### config.mk
export PLATFORM = sky130hd
export DESIGN_NAME = axi_loopback_fifo
export DESIGN_NICKNAME = d
export VERILOG_FILES = /design/src/rtl/axi_loopback_fifo.sv
export SDC_FILE = /design/constraint.sdc
export NUM_CORES = 1
export LEC_CHECK = 0
export BUFFER_PORTS_ARGS = -buffer_cell sky130_fd_sc_hd__buf_2
export CORE_AREA = 2 2 312 345
export DETAILED_ROUTE_END_ITERATION = 8
export DIE_AREA = 0 0 314 347
export SETUP_SLACK_MARGIN = 0.2
export SYNTH_ARGS = -nofsm -noshare
export SYNTH_HDL_FRONTEND = slang
export SYNTH_SLANG_ARGS = --single-unit
export TNS_END_PERCENT = 5
### constraint.sdc
create_clock -name s_axi_aclk -period 17 [get_ports s_axi_aclk]
set_input_delay 2.55 -clock s_axi_aclk [delete_from_list [all_inputs] [get_ports s_axi_aclk]]
set_output_delay 2.55 -clock s_axi_aclk [all_outputs]
set_load 0.005 [all_outputs]
### src/rtl/axi_loopback_fifo.sv
// AXI4-Lite loopback/bring-up block: ID/version registers, scratch bank and a 32-bit word FIFO.
// Define AXI_LOOPBACK_FIFO_STATS_EN to add the PUSH_COUNT/POP_COUNT statistics registers.
module axi_loopback_fifo #(
    parameter int ID                = 0,
    parameter int AXI_ADDRESS_WIDTH = 16,
    parameter int NUM_SCRATCH       = 4,
    parameter int FIFO_DEPTH_LOG2   = 4
) (
    input  logic                         s_axi_aclk,
    input  logic                         s_axi_areset,
    input  logic                         s_axi_awvalid,
    input  logic [AXI_ADDRESS_WIDTH-1:0] s_axi_awaddr,
    input  logic [2:0]                   s_axi_awprot,
    output logic                         s_axi_awready,
    input  logic                         s_axi_wvalid,
    input  logic [31:0]                  s_axi_wdata,
    input  logic [3:0]                   s_axi_wstrb,
    output logic                         s_axi_wready,
    output logic                         s_axi_bvalid,
    output logic [1:0]                   s_axi_bresp,
    input  logic                         s_axi_bready,
    input  logic                         s_axi_arvalid,
    input  logic [AXI_ADDRESS_WIDTH-1:0] s_axi_araddr,
    input  logic [2:0]                   s_axi_arprot,
    output logic                         s_axi_arready,
    output logic                         s_axi_rvalid,
    output logic [1:0]                   s_axi_rresp,
    output logic [31:0]                  s_axi_rdata,
    input  logic                         s_axi_rready
);

    localparam int AW    = AXI_ADDRESS_WIDTH - 2;
    localparam int PW    = FIFO_DEPTH_LOG2;
    localparam int LW    = FIFO_DEPTH_LOG2 + 1;
    localparam int DEPTH = 1 << FIFO_DEPTH_LOG2;
    localparam int SW    = (NUM_SCRATCH > 1) ? $clog2(NUM_SCRATCH) : 1;

    localparam logic [AW-1:0] A_VERSION = AW'('h00);
    localparam logic [AW-1:0] A_ID      = AW'('h01);
    localparam logic [AW-1:0] A_CONFIG  = AW'('h02);
    localparam logic [AW-1:0] A_STATUS  = AW'('h10);
    localparam logic [AW-1:0] A_PUSH    = AW'('h11);
    localparam logic [AW-1:0] A_POP     = AW'('h12);
    localparam logic [AW-1:0] A_PEEK    = AW'('h13);
    localparam logic [AW-1:0] A_PUSHCNT = AW'('h14);
    localparam logic [AW-1:0] A_POPCNT  = AW'('h15);
    localparam logic [AW-1:0] A_RESET   = AW'('h20);
    localparam logic [AW-1:0] A_SCRATCH = AW'('h40);

    typedef enum logic [2:0] {CH_IDLE, CH_REQ, CH_WAIT, CH_ACK, CH_RESP} ch_state_t;

    logic          up_clk;
    ch_state_t     w_state, w_next, r_state, r_next;
    logic          up_wreq, up_wack, up_rreq, up_rack;
    logic [AW-1:0] up_waddr, up_raddr;
    logic [31:0]   up_wdata, up_rdata, rdata_q, rd_mux;

    assign up_clk      = s_axi_aclk;
    assign s_axi_bresp = 2'b00;
    assign s_axi_rresp = 2'b00;

    logic unused_bits;
    assign unused_bits = ^{s_axi_awprot, s_axi_arprot, s_axi_wstrb, s_axi_awaddr[1:0], s_axi_araddr[1:0]};

    // AXI handshake: request, wait for ack, address/data ready pulse, then the response beat.
    always_ff @(posedge up_clk or posedge s_axi_areset) begin
        if (s_axi_areset) begin
            w_state <= CH_IDLE;
            r_state <= CH_IDLE;
        end else begin
            // NOTE: state registers use non-blocking assignments so every flop samples pre-edge values.
            w_state <= w_next;
            r_state <= r_next;
        end
    end

    always_comb begin
        // NOTE: every output gets a default before the case so no path leaves it unassigned (no latch).
        w_next        = w_state;
        r_next        = r_state;
        up_wreq       = 1'b0;
        up_rreq       = 1'b0;
        s_axi_awready = 1'b0;
        s_axi_wready  = 1'b0;
        s_axi_bvalid  = 1'b0;
        s_axi_arready = 1'b0;
        s_axi_rvalid  = 1'b0;
        case (w_state)
            CH_IDLE: if (s_axi_awvalid && s_axi_wvalid) w_next = CH_REQ;
            CH_REQ:  begin up_wreq = 1'b1; w_next = CH_WAIT; end
            CH_WAIT: if (up_wack) w_next = CH_ACK;
            CH_ACK:  begin s_axi_awready = 1'b1; s_axi_wready = 1'b1; w_next = CH_RESP; end
            CH_RESP: begin s_axi_bvalid = 1'b1; if (s_axi_bready) w_next = CH_IDLE; end
            default: w_next = CH_IDLE;
        endcase
        case (r_state)
            CH_IDLE: if (s_axi_arvalid) r_next = CH_REQ;
            CH_REQ:  begin up_rreq = 1'b1; r_next = CH_WAIT; end
            CH_WAIT: if (up_rack) r_next = CH_ACK;
            CH_ACK:  begin s_axi_arready = 1'b1; r_next = CH_RESP; end
            CH_RESP: begin s_axi_rvalid = 1'b1; if (s_axi_rready) r_next = CH_IDLE; end
            default: r_next = CH_IDLE;
        endcase
    end

    always_ff @(posedge up_clk or posedge s_axi_areset) begin
        if (s_axi_areset) begin
            up_waddr <= '0;
            up_wdata <= '0;
            up_raddr <= '0;
            rdata_q  <= '0;
        end else begin
            if (w_state == CH_IDLE && s_axi_awvalid && s_axi_wvalid) begin
                up_waddr <= s_axi_awaddr[AXI_ADDRESS_WIDTH-1:2];
                up_wdata <= s_axi_wdata;
            end
            if (r_state == CH_IDLE && s_axi_arvalid) up_raddr <= s_axi_araddr[AXI_ADDRESS_WIDTH-1:2];
            if (r_state == CH_WAIT && up_rack) rdata_q <= up_rdata;
        end
    end

    assign s_axi_rdata = s_axi_rvalid ? rdata_q : 32'd0;

    // Register file and FIFO
    logic [31:0]   mem [DEPTH];
    logic [31:0]   scratch [NUM_SCRATCH];
    logic [PW-1:0] wr_ptr, rd_ptr;
    logic [LW-1:0] level;
    logic          overflow, underflow;
    logic          empty, full, push_req, pop_req, push_ok, pop_ok, soft_rst, wr_status;
    logic [AW-1:0] w_off, r_off;
    logic          w_in_scratch, r_in_scratch;
    logic [31:0]   head;

    assign empty     = (level == '0);
    assign full      = (level == LW'(DEPTH));
    assign push_req  = up_wreq && (up_waddr == A_PUSH);
    assign pop_req   = up_rreq && (up_raddr == A_POP);
    assign pop_ok    = pop_req && !empty;
    // A pop in the same cycle frees the slot, so a push into a full FIFO still lands.
    assign push_ok   = push_req && (!full || pop_ok);
    assign soft_rst  = up_wreq && (up_waddr == A_RESET) && up_wdata[0];
    assign wr_status = up_wreq && (up_waddr == A_STATUS);
    assign head      = empty ? 32'd0 : mem[rd_ptr];

    assign w_off        = up_waddr - A_SCRATCH;
    assign r_off        = up_raddr - A_SCRATCH;
    assign w_in_scratch = (up_waddr >= A_SCRATCH) && (w_off < AW'(NUM_SCRATCH));
    assign r_in_scratch = (up_raddr >= A_SCRATCH) && (r_off < AW'(NUM_SCRATCH));

`ifdef AXI_LOOPBACK_FIFO_STATS_EN
    logic [31:0] push_count, pop_count;

    always_ff @(posedge up_clk or posedge s_axi_areset) begin
        if (s_axi_areset || soft_rst) begin
            push_count <= '0;
            pop_count  <= '0;
        end else begin
            if (push_ok) push_count <= push_count + 32'd1;
            if (pop_ok)  pop_count  <= pop_count + 32'd1;
        end
    end
`endif

    always_comb begin
        rd_mux = '0;
        case (up_raddr)
            A_VERSION: rd_mux = 32'h0002_0000;
            A_ID:      rd_mux = 32'(ID);
            A_CONFIG:  rd_mux = {16'd0, 8'(FIFO_DEPTH_LOG2), 8'(NUM_SCRATCH)};
            A_STATUS:  rd_mux = {12'd0, underflow, overflow, full, empty, 16'(level)};
            A_POP, A_PEEK: rd_mux = head;
`ifdef AXI_LOOPBACK_FIFO_STATS_EN
            A_PUSHCNT: rd_mux = push_count;
            A_POPCNT:  rd_mux = pop_count;
`endif
            default:   if (r_in_scratch) rd_mux = scratch[r_off[SW-1:0]];
        endcase
    end

    // NOTE: FIFO storage has no reset so it maps onto RAM; pointers and level make stale words invisible.
    always_ff @(posedge up_clk) begin
        if (push_ok) mem[wr_ptr] <= up_wdata;
    end

    always_ff @(posedge up_clk or posedge s_axi_areset) begin
        if (s_axi_areset) begin
            up_wack   <= 1'b0;
            up_rack   <= 1'b0;
            up_rdata  <= '0;
            wr_ptr    <= '0;
            rd_ptr    <= '0;
            level     <= '0;
            overflow  <= 1'b0;
            underflow <= 1'b0;
            for (int i = 0; i < NUM_SCRATCH; i++) scratch[i] <= '0;
        end else begin
            up_wack  <= up_wreq;
            up_rack  <= up_rreq;
            up_rdata <= up_rreq ? rd_mux : 32'd0;
            if (soft_rst) begin
                wr_ptr    <= '0;
                rd_ptr    <= '0;
                level     <= '0;
                overflow  <= 1'b0;
                underflow <= 1'b0;
                for (int i = 0; i < NUM_SCRATCH; i++) scratch[i] <= '0;
            end else begin
                if (push_ok) wr_ptr <= wr_ptr + PW'(1);
                if (pop_ok)  rd_ptr <= rd_ptr + PW'(1);
                level <= level + LW'(push_ok) - LW'(pop_ok);
                // Setting a sticky flag wins over clearing it in the same cycle.
                if (wr_status && up_wdata[18]) overflow <= 1'b0;
                if (wr_status && up_wdata[19]) underflow <= 1'b0;
                if (push_req && !push_ok) overflow <= 1'b1;
                if (pop_req && empty) underflow <= 1'b1;
                if (up_wreq && w_in_scratch) scratch[w_off[SW-1:0]] <= up_wdata;
            end
        end
    end

endmodule

==> run summary, run 1 <==
EDFF count, synth = 512
VDD IR-drop max = 0.0000771 V
Initial antenna violation count = 3
Filler cells = 9,945
Inst Count DP = 3,249
Setup bufs post-CTS = 0
Setup tns final = 0 ps
Max Buffers Root-to-Sink = 3
Post-synth cell types = 61
Max-slew violations = 0
RSZ-0062 raised after global routing = false
Cells after synthesis = 1,824
Syn-to-layout area delta = 15.0%
Worst Hold Path EP = rdata_q[19]
Cell Area, Synth = 31,500 um^2
Skew final = 27.9 ps
WHS = 479 ps
GRT overflow = 0
# nets final = 2,028
DR pass1 iterations = 5
Post-synth ARST share = 0.349
Num ports = 122
Static leakage = 13.2 nW
Fmax = 0.216 GHz
Crit end category = async pin
Hold Crit Class = reg2reg
Vias/cell = 5.06
Largest net degree at the start of global routing = 122
Pwr Density = 129 nW/um^2
Yosys Warn Count = 0
Antenna cells = 0
Hold_buf cts = 0
Core area = 105,000 um^2
IO buf count = 103
Overall routing resource usage = 0.145
Number of DRC markers in iteration 0 = 1,717
PnR Total Power = 4.65 mW
Post-cts repair resize count = 0
Worst slew pin tran = 1090 ps
Synth Area per Inst = 17.2 um^2
Clock sinks = 787
RD Place Congestion = 0.782
Status = finished clean
Via count = 17,200
Slew Limit Headroom = 0.268
Insertion delay to the later sink of the worst-skew pair = 630 ps
CTS tree = done
Top FF cell, synth = edfxtp_1
Die Ht = 347 um
FF-to-FF Start = up_waddr[11]
Final setup violation count = 0
Post-synthesis sequential area ratio = 0.708
Layout cells sized above 1 = 0.284
Hold Startpoint = up_rdata[19]
Die width = 314 um
H-Tree Depth = 3
Clk slew on worst S/H paths = 60 ps
R2R Path End = mem[4][6]
#FFs+latches synth = 787
Max-cap violations = 0
Min Tclk post-route = 4630 ps
Worst slack, placed = 11,550 ps
Initial core utilization = 0.299
Std-Cell Rows = 125
Routed WL = 79,100 um
Reg2Reg Depth = 6
Root Buffer = clkbuf_16
# DRC = 0
Detail Route Antenna Nets = 0
Req. time, crit path = 17,570 ps
Worst Path Arrival = 5200 ps
Final Hold Viols = 0
Flop2flop setup slack = 13,080 ps
First-pass GRT wire length = 118,000 um
Setup Crit Path Kind = in2async
Post-route clock period utilization = 0.272
Setup WS post-layout = 12,370 ps
Fin cells = 3,399
DP HPWL = 43,800 um
Vias in the first global route = 18,300
Worst Hold Depth = 1
Avg WL per Cell = 23.3 um
Worst Path Max Fanout = 121
Die area = 109,000 um^2
Worst Setup Start Kind = input port
CTS buffer count = 81
-- cell families (layout without fill, tap and decap cells) --
kind of cell	count (synthesis)	in the layout	synth area share
muxes	300	300	0.162
adders and majority gates	12	12	0.00501
and+or+nand+nor	401	401	0.0645
DFF	787	787	0.708
AOI/OAI and AO/OA	176	176	0.0389
buffers and inverters	138	313	0.0191
xor gates and xnor gates	9	9	0.00251
other	1	4	0.000119
-- cell type report --
type	instances	area [um^2]	share of cell area
flip-flops and latches	787	22300	0.616
multi-input cells	902	8660	0.239
clock buffers	111	2270	0.0629
well taps	1397	1750	0.0483
repair buffers	144	823	0.0228
clock inverters	39	319	0.00882
inverters	19	78.8	0.00218
-- worst max path at each step --
| stage | to | start | depth (start not counted) |
|---|---|---|---|
| detailed placement | up_wdata[10] | s_axi_areset | 4 |
| global placement | rdata_q[5] | s_axi_areset | 4 |
| global route | up_wdata[10] | s_axi_areset | 4 |
| CTS | up_wdata[10] | s_axi_areset | 4 |
| floorplan | level[0] | s_axi_areset | 1 |
| finish | up_wdata[10] | s_axi_areset | 4 |
-- per-layer routing --
metal / track usage / vias up / part of all wire
met4: 0.0408 / 6 / 0.026
li1: - / 7275 / -
met2: 0.241 / 653 / 0.49
met3: 0.0291 / 163 / 0.062
met1: 0.191 / 9117 / 0.42
met5: 0 / - / 0.00052
-- critical path, stage by stage --
cell and delay (ps):
buf_2 130, inv_8 560, buf_4 890, buf_4 960
-- synthesized netlist by cell type (all sizes together), types with 9 or more instances --
cell | n | area share
inv | 19 | 0.0023
nor3 | 16 | 0.0029
mux2 | 114 | 0.041
dfrtp | 275 | 0.22
a211oi | 9 | 0.0021
nand3 | 73 | 0.012
and2 | 47 | 0.0093
o21ai | 39 | 0.0062
nor4 | 11 | 0.0029
mux2i | 30 | 0.0095
a22o | 64 | 0.018
nand2 | 159 | 0.019
clkbuf | 55 | 0.0066
nor2 | 45 | 0.0054
edfxtp | 512 | 0.49
ha | 11 | 0.0044
a21oi | 33 | 0.0053
mux4 | 156 | 0.11
buf | 64 | 0.010
-- registers in the layout (all words and copies together) (netlist names) --
name	count
wr_ptr	4
underflow	1
r_state	3
up_rack	1
rd_ptr	4
up_wack	1
mem	512
rdata_q	32
up_rdata	32
up_waddr	14
w_state	3
scratch	128
up_wdata	32
level	5
overflow	1
up_raddr	14
-- per-stage QoR --
stage / area [um^2] / util
after global placement: 33600 / 0.319
after global routing: 36200 / 0.344
after floorplan: 31500 / -
after detailed placement: 33600 / 0.319
final: 36200 / 0.344
after CTS: 36200 / 0.344
-- placed cells by master (no fill, tap or decap), types with 30 or more instances in the layout --
master / Yosys / layout
a21oi_1: 33 / 32
a22o_1: 64 / 64
and2_1: 47 / 35
buf_2: 43 / 103
buf_4: 6 / 41
clkbuf_16: 0 / 84
dfrtp_1: 275 / 269
edfxtp_1: 512 / 512
mux2_2: 114 / 114
mux2i_1: 30 / 30
mux4_2: 156 / 156
nand2_1: 159 / 158
nand3_1: 73 / 73
nor2_1: 45 / 44
o21ai_0: 39 / 39
-- report_power, final --
part / switching (mW) / leakage, nW / internal, mW
Combinational: 0.171 / 3.58 / 0.146
Clock: 0.722 / 1.28 / 1.01
Sequential: 0.281 / 8.31 / 2.32
Total: 1.17 / 13.2 / 3.47
Note: power is estimated with default switching activity, not from simulation.
==> run 2: changes to the inputs <==
- ABC_AREA: default -> 1
- CORE_AREA: 2 2 312 345 -> 2 2 322 356
- DIE_AREA: 0 0 314 347 -> 0 0 324 358
- clock period: 17 -> 4.15 ns (I/O delays scaled with it)
==> run 2 against run 1 <==
Compared with the run above:
- critical path depth rose by 6
- critical path type is now reg2reg
- core utilization hardly changed
- total power rose to 4.2 times the previous value
- critical endpoint is now mem[5][21]
- register-to-register slack worse by 12000 ps
- clock power rose to 4.1 times the previous value
- setup slack worse by 11000 ps
- routed wire length grew 15%
- cell count grew 49%
- first-iteration DRC count rose by 21%
- largest power group unchanged
- area after synthesis grew 6.6%
- sequential power rose to 4.0 times the previous value
==> run summary, run 2 <==
Flop2flop setup slack = 970 ps (was 13,080 ps)
Clock network fraction of total power = 0.365 (was 0.373)
Multiplexer area fraction after synthesis = 0.00235 (was 0.162)
Worst Path Arrival = 3490 ps (was 5200 ps)
Worst Path Max Fanout = 17 (was 121)
Avg WL per Cell = 18.0 um (was 23.3 um)
Post-synth cell types = 39 (was 61)
GRT overflow = 0 (unchanged)
Die area = 116,000 um^2 (was 109,000 um^2)
Reg with most FFs = mem (unchanged)
Post-synth ARST share = 0.349 (unchanged)
Commonest non-fill, non-tap cell in the layout = nand2_1 (was edfxtp_1)
EDFF count, synth = 512 (unchanged)
Setup bufs post-CTS = 0 (unchanged)
Worst slew pin tran = 1140 ps (was 1090 ps)
Compound-Gate Fraction of Synth Area = 0.0526 (was 0.0389)
Root Buffer = clkbuf_16 (unchanged)
DP HPWL = 53,700 um (was 43,800 um)
Max reg flops = 512 (unchanged)
Status = finished clean (unchanged)
Area post-placement = 36,000 um^2 (was 33,600 um^2)
Slew Limit Headroom = 0.237 (was 0.268)
Min Tclk post-route = 3180 ps
Net Switching = 5.32 mW (was 1.17 mW)
Cell accounting for the most synthesized area = edfxtp_1 (unchanged)
RSZ-0062 raised after global routing = false (unchanged)
FF-to-FF Start = up_raddr[12] (was up_waddr[11])
Critical Path End = mem[5][21] (was up_wdata[10])
# DRC = 0 (unchanged)
Yosys Warn Count = 0 (unchanged)
Sequential Power Share = 0.543 (was 0.559)
Critical Path Source = up_raddr[12] (was s_axi_areset)
Synth Area in Adders = 0.00470 (was 0.00501)
Fmax = 0.315 GHz
Most frequent cells in the layout = nand2_1 (1,188), edfxtp_1 (512), nor2_1 (272), dfrtp_1 (271), nand3_1 (265) (was edfxtp_1 (512), dfrtp_1 (269), nand2_1 (158), mux4_2 (156), mux2_2 (114))
P_int = 14.0 mW (was 3.47 mW)
Top FF cell, synth = edfxtp_1 (unchanged)
Initial core utilization = 0.299 (about the same)
CTS buffer count = 78 (was 81)
Switching fraction of total power = 0.275 (was 0.253)
Via count = 23,700 (was 17,200)
H-Tree Depth = 3 (unchanged)
#FFs+latches synth = 787 (unchanged)
Routed WL = 90,900 um (was 79,100 um)
Post-synthesis sequential area ratio = 0.664 (was 0.708)
Core area = 112,000 um^2 (was 105,000 um^2)
Reg2Reg Depth = 10 (was 6)
Post-synthesis simple-gate area fraction = 0.220 (was 0.0645)
Count leader, synth = nand2_1 (was edfxtp_1)
Skew final = 27.5 ps (was 27.9 ps)
Setup tns final = 0 ps (unchanged)
Worst Setup Start Kind = flop (was input port)
Hold_buf cts = 0 (unchanged)
Syn-to-layout area delta = 15.1% (was 15.0%)
Synth Area per Inst = 9.81 um^2 (was 17.2 um^2)
Pwr Density = 502 nW/um^2 (was 129 nW/um^2)
Die width = 324 um (was 314 um)
Final Hold Viols = 0 (unchanged)
Post-synth top area share = 0.459 (was 0.489)
Final setup violation count = 0 (unchanged)
# nets final = 3,574 (was 2,028)
Crit end category = flop (was async pin)
Max Buffers Root-to-Sink = 3 (unchanged)
Overall routing resource usage = 0.156 (was 0.145)
R2R Path End = mem[5][21] (was mem[4][6])
Req. time, crit path = 4460 ps (was 17,570 ps)
Synth Area in XOR/XNOR = 0.00157 (was 0.00251)
Layout cells sized above 1 = 0.101 (was 0.284)
Num ports = 122 (unchanged)
Cells after synthesis = 3,415 (was 1,824)
Max-cap violations = 0 (unchanged)
Commonest cells post-synth = nand2_1 (1,188), edfxtp_1 (512), nor2_1 (292) (was edfxtp_1 (512), dfrtp_1 (275), nand2_1 (159))
Static leakage = 16.4 nW (was 13.2 nW)
IO buf count = 103 (unchanged)
Largest family of logic cells by synthesized area = simple AND/OR/NAND/NOR gates (was multiplexers)
DR pass1 iterations = 5 (unchanged)
Max-slew violations = 0 (unchanged)
Largest net degree at the start of global routing = 133 (was 122)
Clock sinks = 787 (unchanged)
Detail Route Antenna Nets = 0 (unchanged)
WHS = 144 ps (was 479 ps)
Initial antenna violation count = 2 (was 3)
CTS tree = done (unchanged)
RD Place Congestion = 0.805 (was 0.782)
Hold Crit Class = in2async (was reg2reg)
Clk slew on worst S/H paths = 60 ps (about the same)
Die Ht = 358 um (was 347 um)
Post-route clock period utilization = 0.765
VDD IR-drop max = 0.000306 V (was 0.0000771 V)
Setup WS post-layout = 974 ps (was 12,370 ps)
Post-cts repair resize count = 0 (unchanged)
Vias/cell = 4.69 (was 5.06)
Leading cell types by total area after synthesis = edfxtp_1 (46%), dfrtp_1 (21%), nand2_1 (13%) (was edfxtp_1 (49%), dfrtp_1 (22%), mux4_2 (11%))
Setup Crit Path Kind = reg2reg (was in2async)
Vias in the first global route = 22,600 (was 18,300)
Insertion delay to the later sink of the worst-skew pair = 630 ps (about the same)
Cell area after layout = 38,600 um^2 (was 36,200 um^2)
Number of DRC markers in iteration 0 = 2,069 (was 1,717)
Gate power share = 0.092 (was 0.068)
Std-Cell Rows = 129 (was 125)
Worst slack, placed = 992 ps (was 11,550 ps)
Biggest regs = mem: 512 flops, scratch: 128 flops (unchanged)
Util after Layout = 0.344 (about the same)
First-pass GRT wire length = 138,000 um (was 118,000 um)
Cell Area, Synth = 33,500 um^2 (was 31,500 um^2)
==> run 2: cell count changes in the layout (fill, tap and decap cells not counted), sizes merged, moves of 31 or more <==
cell / change
mux2: -107
nand3: +196
nand4: +34
buf: +31
a22o: -64
nand2: +1032
and2: -46
nor2: +257
mux4: -156
o21ai: +117
a21oi: +84
inv: +244
==> run 2: worst min path at each step <==
| stage | slack (ps) | end | start |
|---|---|---|---|
| after global placement | 460 | scratch[114] | scratch[114] |
| final | 140 | up_raddr[12] | s_axi_areset |
| after CTS | 130 | up_wdata[29] | s_axi_areset |
| after global routing | 180 | up_wdata[28] | s_axi_areset |
| after detailed placement | 460 | scratch[104] | scratch[104] |
| after floorplan | 440 | scratch[100] | scratch[100] |
==> run 2: critical path, cell delays in order (launching register included) <==
cell	delay (ps)
dfrtp_1	370
nor2_1	340
nand3_1	230
inv_1	180
nand3_2	140
nand2_2	140
nand2_2	100
inv_2	150
nand2_1	250
nor2_4	680
buf_12	270
==> run 2: per-stage QoR <==
step / power [mW] / cells
after detailed placement: 12.4 / 4907
after global routing: 20.1 / 5052
final: 19.4 / 5053
after global placement: 12.4 / 4907
after floorplan: 11.3 / 3418
after CTS: 19.5 / 5052
==> run 2: area by class of cell <==
class | count | area [um^2]
tap | 1506 | 1880
sequential | 787 | 22300
clock inverter | 44 | 405
clock buffer | 101 | 2150
timing repair buffer | 175 | 1280
fill | 11200 | 73600
inverter | 265 | 1010
multi-input combinational | 2174 | 9590
antenna | 1 | 2.50
==> run 2: cell families after synthesis <==
kind of cell | Yosys count
AO/OA/AOI/OAI | 325
other | 1
XOR/XNOR | 6
flip-flops | 787
AND/OR/NAND/NOR | 1820
adder cells (fa/ha/maj) | 12
multiplexers | 7
buffers and inverters | 457
==> run 2: power by group through the flow <==
stage / combinational [mW] / sequential, mW / clock [mW]
floorplan: 1.15 / 10.2 / 0
global placement: 1.76 / 10.6 / 0
detailed placement: 1.80 / 10.6 / 0
CTS: 1.80 / 10.5 / 7.17
global route: 2.00 / 10.6 / 7.49
finish: 1.78 / 10.5 / 7.07
==> run 2: routing by layer <==
layer | share of wire | vias up | track usage
met5 | 0.00014 | - | 0
met4 | 0.023 | 2 | 0.0490
met3 | 0.060 | 133 | 0.0186
met2 | 0.47 | 746 | 0.259
met1 | 0.45 | 11500 | 0.213
li1 | - | 11300 | -
==> run 3: changes to the inputs <==
- clock period: 4.15 -> 3.05 ns (I/O delays scaled with it)
==> run 3 against run 2 <==
Compared with the run above:
- cell area grew 1.2%
- clock power is 41% higher
- routed wire length grew 2.3%
- non-clock buffer count up 40
- largest power group unchanged
- highest routed layer unchanged
==> run summary, run 3 (synthesized netlist as in run 2, its figures left out) <==
Status = finished clean (unchanged)
Final setup violation count = 0 (unchanged)
Critical path cell sequence = buf_4, nor3_1, clkinv_1, buf_4, nor2_1, buf_2 (was nor2_1, nand3_1, inv_1, nand3_2, nand2_2, nand2_2, inv_2, nand2_1, nor2_4, buf_12)
Overall routing resource usage = 0.160 (was 0.156)
IO buf count = 103 (unchanged)
Root Buffer = clkbuf_16 (unchanged)
Highest routed metal layer = met5 (unchanged)
Die area = 116,000 um^2 (unchanged)
Inst Count DP = 4,943 (was 4,907)
VDD IR-drop max = 0.000525 V (was 0.000306 V)
Worst Path Arrival = 2240 ps (was 3490 ps)
Crit path max-delay cell type = dfrtp_1 (was nor2_4)
# nets final = 3,617 (was 3,574)
Setup Crit Path Kind = reg2out (was reg2reg)
Detail Route Antenna Nets = 0 (unchanged)
Min Tclk post-route = 2700 ps
WHS = 53.3 ps (was 144 ps)
Fin cells = 5,094 (was 5,053)
Skew final = 31.5 ps (was 27.5 ps)
First-pass GRT wire length = 141,000 um (was 138,000 um)
CTS buffer count = 81 (was 78)
Initial core utilization = 0.299 (unchanged)
Vias in the first global route = 23,000 (was 22,600)
RD Place Congestion = 0.827 (was 0.805)
Worst Setup Start Kind = flop (unchanged)
# DRC = 0 (unchanged)
CTS tree = done (unchanged)
H-Tree Depth = 3 (unchanged)
Max-cap violations = 0 (unchanged)
Via count = 23,900 (was 23,700)
Core area = 112,000 um^2 (unchanged)
Routed WL = 93,000 um (was 90,900 um)
Critical path's largest stage delay = 410 ps (was 680 ps)
Std-Cell Rows = 129 (unchanged)
Pwr Density = 688 nW/um^2 (was 502 nW/um^2)
Clock sinks = 787 (unchanged)
Final Hold Viols = 0 (unchanged)
Worst slew pin tran = 984 ps (was 1140 ps)
Met1 Wirelength = 40,600 um (was 40,500 um)
Num ports = 122 (unchanged)
Clk slew on worst S/H paths = 60 ps (about the same)
Biggest regs = mem: 512 flops, scratch: 128 flops (unchanged)
DR pass1 iterations = 7 (was 5)
Crit end category = output pin (was flop)
Insertion delay to the later sink of the worst-skew pair = 630 ps (about the same)
Hold Crit Class = in2reg (was in2async)
Antenna cells = 0 (was 1)
Syn-to-layout area delta = 16.6% (was 15.1%)
Most Frequent Cell on Critical Path = buf_4 (was nand2_2)
Commonest non-fill, non-tap cell in the layout = nand2_1 (unchanged)
Max-slew violations = 0 (unchanged)
Number of DRC markers in iteration 0 = 1,814 (was 2,069)
Filler cells = 11,200 (about the same)
Most frequent cells in the layout = nand2_1 (1,188), edfxtp_1 (512), dfrtp_1 (270), nor2_1 (269), nand3_1 (264) (was nand2_1 (1,188), edfxtp_1 (512), nor2_1 (272), dfrtp_1 (271), nand3_1 (265))
Slew Limit Headroom = 0.344 (was 0.237)
Buf/Inv on CP = 4 (was 3)
Max reg flops = 512 (unchanged)
Req. time, crit path = 2590 ps (was 4460 ps)
Routed length on met3 = 6480 um (was 5480 um)
Met2 wire length = 43,600 um (was 42,800 um)
RSZ-0062 raised after global routing = true (was false)
Avg WL per Cell = 18.3 um (was 18.0 um)
GRT overflow = 0 (unchanged)
Static leakage = 16.7 nW (was 16.4 nW)
Vias/cell = 4.68 (was 4.69)
Max Buffers Root-to-Sink = 3 (unchanged)
Fmax = 0.370 GHz
DP HPWL = 55,900 um (was 53,700 um)
Post-route clock period utilization = 0.885
Worst Path Max Fanout = 19 (was 17)
Die width = 324 um (unchanged)
Initial antenna violation count = 2 (unchanged)
Layout cells sized above 1 = 0.111 (was 0.101)
Die Ht = 358 um (unchanged)
Reg with most FFs = mem (unchanged)
Top Family by Delay on Critical Path = buffers and inverters (was simple AND/OR/NAND/NOR gates)
Area post-placement = 36,300 um^2 (was 36,000 um^2)
Cell area after layout = 39,100 um^2 (was 38,600 um^2)
Largest net degree at the start of global routing = 167 (was 133)
## run 3: cell count changes in the layout (fill, tap and decap cells not counted), moves of 3 or more
cell        before  now
clkinv_4         3    0
buf_12          18   21
clkbuf_1        14   26
nor2_1         272  269
buf_4           54   90
clkbuf_16       80   84
clkinv_2        11    6
clkinvlp_2       4    0
## run 3: final cells by class
type	instances	area, um^2	share of cell area
Tap cell	1506	1880	0.0482
Inverter	265	1010	0.0258
Timing Repair Buffer	215	1620	0.0415
Multi-Input combinational cell	2174	9630	0.246
Clock inverter	30	360	0.00922
Clock buffer	117	2300	0.0588
Sequential cell	787	22300	0.570
## run 3: final timing paths
check	cells after the start	slack, ps	startpoint	end
worst max-delay path	6	350	r_state[1]	s_axi_rdata[4]
worst min-delay path	2	50	s_axi_rready	r_state[2]
worst max register to register	10	360	r_state[0]	mem[12][21]
worst min register to register	2	480	scratch[104]	scratch[104]
max in group asynchronous	5	1800	s_axi_areset	up_rdata[7]
min in group asynchronous	3	350	s_axi_areset	r_state[1]
## run 3: per-stage QoR
stage / total power, mW / util / setup WS (ps) / setup TNS, ps
floorplan: 15.4 / - / -1040 / -346960
global placement: 17.0 / 0.324 / 216 / 0
detailed placement: 17.0 / 0.324 / 253 / 0
CTS: 27.0 / 0.348 / 235 / 0
global route: 27.8 / 0.348 / 189 / 0
finish: 26.9 / 0.348 / 350 / 0
## run 3: routing by layer
layer	vias up	track usage
li1	11400	-
met5	-	0
met3	137	0.0256
met1	11500	0.218
met4	2	0.0524
met2	800	0.259
## run 3: timing repair
item | in CTS | in global routing
setup buffers | 0 | 3
endpoints found under the setup margin | 0 | 232
hold buffers | 1 | 0
endpoints found under the hold margin | 9 | 0
gates resized for setup | 0 | 12
## run 3: power breakdown
part | total (mW) | internal (mW) | switching [mW]
Clock | 9.99 | 5.91 | 4.09
Combinational | 2.56 | 0.735 | 1.82
Sequential | 14.3 | 12.9 | 1.40
